--- config.mk ---
export PLATFORM = sky130hd
export DESIGN_NAME = stack_ctrl
export DESIGN_NICKNAME = d
export VERILOG_FILES = /design/src/rtl/stack_ctrl.sv
export SDC_FILE = /design/constraint.sdc
export NUM_CORES = 1
export LEC_CHECK = 0
export BUFFER_PORTS_ARGS = -buffer_cell sky130_fd_sc_hd__buf_2
export CAP_MARGIN = 20
export CORE_MARGIN = 4
export CORE_UTILIZATION = 55
export DETAILED_ROUTE_END_ITERATION = 6
export PLACE_DENSITY = 0.74
export SETUP_SLACK_MARGIN = 0.4
export SLEW_MARGIN = 20
export SYNTH_ARGS = -nofsm -noshare
export SYNTH_HDL_FRONTEND = slang
export SYNTH_SLANG_ARGS = --single-unit
--- constraint.sdc ---
create_clock -name clk -period 5.77 [get_ports clk]
set_input_delay 0.2885 -clock clk [delete_from_list [all_inputs] [get_ports clk]]
set_output_delay 0.2885 -clock clk [all_outputs]
set_load 0.05 [all_outputs]
--- src/rtl/stack_ctrl.sv ---
// stack_ctrl: LIFO stack controller with a three-state handshake FSM.
// A request is accepted in IDLE. The following PUSH or POP cycle updates
// storage, the stack pointer and dout. Rejected requests pulse err.
// Status outputs are decoded from the registered stack pointer only.
module stack_ctrl #(
    parameter int WIDTH = 16,
    parameter int DEPTH = 8
) (
    input  logic                       clk,
    input  logic                       reset,
    input  logic                       push,
    input  logic                       pop,
    input  logic [WIDTH-1:0]           din,
    output logic                       ready,
    output logic [WIDTH-1:0]           dout,
    output logic                       dout_valid,
    output logic [$clog2(DEPTH):0]     count,
    output logic                       full,
    output logic                       empty,
    output logic                       err
);

    localparam int AW = $clog2(DEPTH);
    localparam int CW = AW + 1;
    localparam logic [CW-1:0] DEPTH_C = CW'(DEPTH);

    typedef enum logic [1:0] {
        IDLE = 2'd0,
        PUSH = 2'd1,
        POP  = 2'd2
    } state_t;

    // Storage is deliberately never reset.
    logic [WIDTH-1:0] mem [DEPTH];

    state_t           state_q,      state_d;
    logic [CW-1:0]    sp_q,         sp_d;
    logic [WIDTH-1:0] hold_q,       hold_d;
    logic [WIDTH-1:0] dout_q,       dout_d;
    logic             dout_valid_q, dout_valid_d;
    logic             err_q,        err_d;

    logic             mem_we_s;
    logic [AW-1:0]    wr_idx_s;
    logic [AW-1:0]    rd_idx_s;
    logic             full_s;
    logic             empty_s;

    // Decode status and memory indices from the registered stack pointer.
    always_comb begin
        full_s   = (sp_q == DEPTH_C);
        empty_s  = (sp_q == {CW{1'b0}});
        wr_idx_s = sp_q[AW-1:0];
        // When sp == DEPTH the low bits are zero and wrap to DEPTH-1.
        rd_idx_s = sp_q[AW-1:0] - AW'(1);
    end

    // Next-state logic: request arbitration in IDLE, one-cycle PUSH/POP.
    always_comb begin
        state_d      = state_q;
        sp_d         = sp_q;
        hold_d       = hold_q;
        dout_d       = dout_q;
        dout_valid_d = 1'b0;
        err_d        = 1'b0;
        mem_we_s     = 1'b0;
        case (state_q)
            IDLE: begin
                if (push && pop) begin
                    err_d = 1'b1;
                end else if (push) begin
                    if (full_s) begin
                        err_d = 1'b1;
                    end else begin
                        hold_d  = din;
                        state_d = PUSH;
                    end
                end else if (pop) begin
                    if (empty_s) begin
                        err_d = 1'b1;
                    end else begin
                        state_d = POP;
                    end
                end else begin
                    state_d = IDLE;
                end
            end
            PUSH: begin
                mem_we_s = 1'b1;
                sp_d     = sp_q + CW'(1);
                state_d  = IDLE;
            end
            POP: begin
                dout_d       = mem[rd_idx_s];
                sp_d         = sp_q - CW'(1);
                dout_valid_d = 1'b1;
                state_d      = IDLE;
            end
            default: begin
                state_d = IDLE;
            end
        endcase
    end

    // Control and output registers with synchronous reset.
    always_ff @(posedge clk) begin
        if (reset) begin
            state_q      <= IDLE;
            sp_q         <= {CW{1'b0}};
            hold_q       <= {WIDTH{1'b0}};
            dout_q       <= {WIDTH{1'b0}};
            dout_valid_q <= 1'b0;
            err_q        <= 1'b0;
        end else begin
            state_q      <= state_d;
            sp_q         <= sp_d;
            hold_q       <= hold_d;
            dout_q       <= dout_d;
            dout_valid_q <= dout_valid_d;
            err_q        <= err_d;
        end
    end

    // Storage write. A push aborted by reset may still write; the contents
    // are don't-care once sp has returned to zero.
    always_ff @(posedge clk) begin
        if (mem_we_s) begin
            mem[wr_idx_s] <= hold_q;
        end
    end

    assign ready      = (state_q == IDLE);
    assign dout       = dout_q;
    assign dout_valid = dout_valid_q;
    assign err        = err_q;
    assign count      = sp_q;
    assign full       = full_s;
    assign empty      = empty_s;

endmodule

==> qor.log <==
[timing] RSZ-0062 raised after global routing no
[logic_synthesis] post-synth design cell area 0.00637 mm²
[setup_path] library cell contributing the largest single delay on the critical path dfxtp_1
[clocking] total setup buffers inserted after CTS 0
[power_and_ir_drop] static power due to leakage 2.56 nW
[clocking] Root Buffer clkbuf_16
[setup_path] maximum fanout count along the critical path 11
[floorplan] Horiz. Die Dim 116 µm
[timing] Setup TNS Final 0 ps
[logic_synthesis] Distinct cells, synth 33
[power_and_ir_drop] Clock power frac 43.4%
[global_routing] overall global routing resource usage 19.3%
[global_routing] first-pass GRT wire length 18600 µm
[clocking] Clock Tree Buf Depth 2
[floorplan] top-level I/O count 45
[cells_and_area] commonest non-fill, non-tap cells in the layout 128 x edfxtp_1, 44 x buf_2, 39 x dfxtp_1, 38 x nor2_1, 32 x mux4_2
[cells_and_area] layout cells sized above 1 28.7%
[clocking] deepest level of the CTS H-tree 4
[setup_path] kind of critical path flip-flop to flip-flop
[logic_synthesis] Avg Synthesized Cell Area 17.6 µm²
[clocking] Resized cells post-CTS 0
[setup_path] cell-by-cell trace of the critical path inv_1, ha_1, and3b_1, nor4b_4, buf_4, mux2i_1, nor2_1
[cells_and_area] Seq. cell area 0.00465 mm²
[drt] router iterations before antenna repair 4
[worst_hold_path] end of the worst hold path hold_q[12]
[drt] DRC violation total after the first TritonRoute iteration 221
[global_routing] maximum number of pins on one net before global-route repair 41
[logic_synthesis] total number of yosys warnings 0
[floorplan] total die area 0.0134 mm²
[power_and_ir_drop] portion of total power attributed to sequential cells 48.5%
[logic_synthesis] sequential share of the synthesized area 72.9%
[logic_synthesis] Yosys reg bits 168
[power_and_ir_drop] part of the total power dissipated in combinational logic 8.0%
[drt] aggregate routed wire length 12000 µm
[place] half-perimeter wire length of the detailed placement result 6440 µm
[global_routing] met2 demand-to-capacity share in global routing 33.3%
[power_and_ir_drop] power per cell area 377 mW/mm²
[setup_path] Critical R2R Launch count[1]
[clocking] cts bufs inserted 17
[floorplan] number of cell rows 39
[clocking] clock transition time at the flip-flop clock pins of the worst setup and hold paths 60 ps
[drt] via-per-instance ratio 5.85
[logic_synthesis] cell taking the most area after synthesis edfxtp_1
[global_routing] global-route congestion overflow total 0
[power_and_ir_drop] Sw Share 22.0%
[worst_hold_path] beginning of the worst hold path din[12]
[floorplan] Initial Utilization 56.0%
[cells_and_area] area of combinational cells with multiple inputs 0.00161 mm²
[clocking] TritonCTS clock tree yes
[drt] Routed Antenna Nets 0
[drt] drt drc 0
[logic_synthesis] Post-Syn Nets 389
[timing] min cycle time layout 2640 ps
[cells_and_area] area grow syn2layout 15.2%
[setup_path] setup slack of the worst register-to-register path 3130 ps
[logic_synthesis] top-area cell type share of the netlist area 60.3%
[clocking] clock latency at the later pin of the worst-skew pair 420 ps
[setup_path] Setup crit end kind flip-flop
[flow_run] max-capacitance violation count 0
[setup_path] worst reg2reg path depth 7
[power_and_ir_drop] post-route total power 2.77 mW
[run_status] run status finished clean
[global_routing] global routing met1 resource utilization 23.9%
[place] GPL Wtd Cong 0.723
[clocking] Post-CTS Hold Fix Bufs 0
[timing] max-slew headroom at the worst pin 29.5%
[timing] final worst clock skew 7.07 ps
[setup_path] data required time of the worst path 6050 ps
[power_and_ir_drop] switching power 609 µW
[global_routing] met3 routing resource usage after global routing 4.33%
[global_routing] Top Usage Layer GRT met2
[drt] detail-routed net length per standard cell 21.2 µm
[logic_synthesis] largest cells by area after synthesis edfxtp_1 60%, dfxtp_1 13%, mux4_2 11%
[timing] hold violation count in the final report 0
[setup_path] data arrival time at the worst-slack endpoint 2920 ps
[timing] final setup violation count 0
[timing] Worst Hold Slack 97.5 ps
[power_and_ir_drop] peak ir drop on the vdd network 0.215 mV
[cells_and_area] diodes inserted 0
[timing] f_max 378 MHz
[cells_and_area] number of fill cells in the layout 782
[worst_hold_path] Hold/Removal Path Class primary input to flip-flop
[drt] vias after detailed routing 3298
[floorplan] Die Y 116 µm
[place] Port Buffer Count 44
[logic_synthesis] number of instances in the synthesized netlist 363
[worst_hold_path] hold path cells 3
[setup_path] crit start category flip-flop
[timing] number of max-slew violations in the final report 0
[global_routing] initial antenna violation count 0
[setup_path] end of the worst register-to-register path hold_q[9]
[power_and_ir_drop] cell-internal power 2.16 mW
[setup_path] peak per-stage delay on the critical path 650 ps
[global_routing] vias in the first global route 3418
[timing] post-route clock period utilization 45.8%
[clocking] Sinks on Clock Net 168
[cells_and_area] most frequent standard cell in the layout excluding fill and tap cells edfxtp_1
[floorplan] area of the placeable core 0.0114 mm²
[cells_and_area] # nets final 434
[timing] Least-Margin Pin Slew 1060 ps
-- cells in the mapped netlist --
cell	instances
nor4b_1	2
or2b_1	1
o31ai_1	1
xor2_1	2
dfxtp_1	40
and3b_1	1
xnor2_1	2
buf_1	1
nor2_1	44
nor3_1	19
clkbuf_1	10
nand2_1	5
mux2i_1	17
o22ai_1	16
a31o_2	1
o32a_1	2
ha_1	6
nand2b_1	3
nor4b_4	1
or2_1	1
o21a_1	1
buf_2	3
buf_4	3
mux2_1	1
buf_6	3
buf_12	1
a21oi_1	5
inv_1	7
nor3b_1	1
nor2b_1	2
edfxtp_1	128
o21ai_0	1
mux4_2	32
-- cells by family (layout without fill, tap and decap cells) --
kind of cell / after synthesis / after routing / synth area share (%)
AO/OA/AOI/OAI: 27 / 27 / 2.73
XOR/XNOR: 4 / 4 / 0.550
adder cells (fa/ha/maj): 6 / 6 / 1.18
buffers and inverters: 28 / 86 / 2.49
flip-flops: 168 / 168 / 72.9
multiplexers: 50 / 50 / 14.2
AND/OR/NAND/NOR: 80 / 80 / 5.99
-- final cells by class --
type                       count  share of cell area (%)
inverter                       7                   0.358
timing repair buffer          47                    3.31
tap                          143                    2.44
clock buffer                  19                    6.03
multi-input combinational    167                    21.9
clock inverter                13                    2.63
sequential                   168                    63.3
-- flip-flops by register name (all words and copies together), names as in the netlist --
register    cells
mem           128
dout_valid      1
err             1
hold_q         16
state_q         2
dout           16
count           4
-- power groups by stage --
stage	sequential, mW	combinational (mW)	clock (mW)
finish	1.34	0.222	1.20
floorplan	1.38	0.156	0
global placement	1.37	0.221	0
detailed placement	1.37	0.224	0
CTS	1.34	0.225	1.22
global route	1.35	0.241	1.26
-- critical path, delay by kind of cell (launching register included) --
kind                     cells  cell delay [ps]
buffers and inverters        2              470
AND/OR/NAND/NOR              3              930
flip-flops                   1              650
multiplexers                 1              210
adder cells (fa/ha/maj)      1              230
-- through the flow --
| step | std cells | util [%] | worst slack (ps) | instance area [µm²] |
|---|---|---|---|---|
| after detailed placement | 532 | 58.9 | 3180 | 6700 |
| after CTS | 564 | 64.5 | 3120 | 7330 |
| after floorplan | 363 | - | 2900 | 6370 |
| final | 564 | 64.6 | 3130 | 7340 |
| after global placement | 532 | 58.9 | 3240 | 6700 |
| after global routing | 564 | 64.6 | 2920 | 7340 |
-- per-layer routing --
metal  up-vias  share of wire, %
li1       1498                 -
met1      1692                42
met2        83                53
met3        25               3.3
met4         0               2.4
met5         -                 0
-- worst max-delay path by stage --
stage | start | end | slack, ps | cells past startpoint
5_1_grt | count[1] | hold_q[11] | 2920 | 7
3_3_place_gp | count[0] | mem[3][9] | 3240 | 3
4_1_cts | count[1] | hold_q[9] | 3120 | 7
2_1_floorplan | count[0] | state_q[0] | 2900 | 7
3_5_place_dp | state_q[0] | dout[14] | 3180 | 5
6_report | count[1] | hold_q[9] | 3130 | 7
Note: power is estimated with default switching activity, not from simulation.
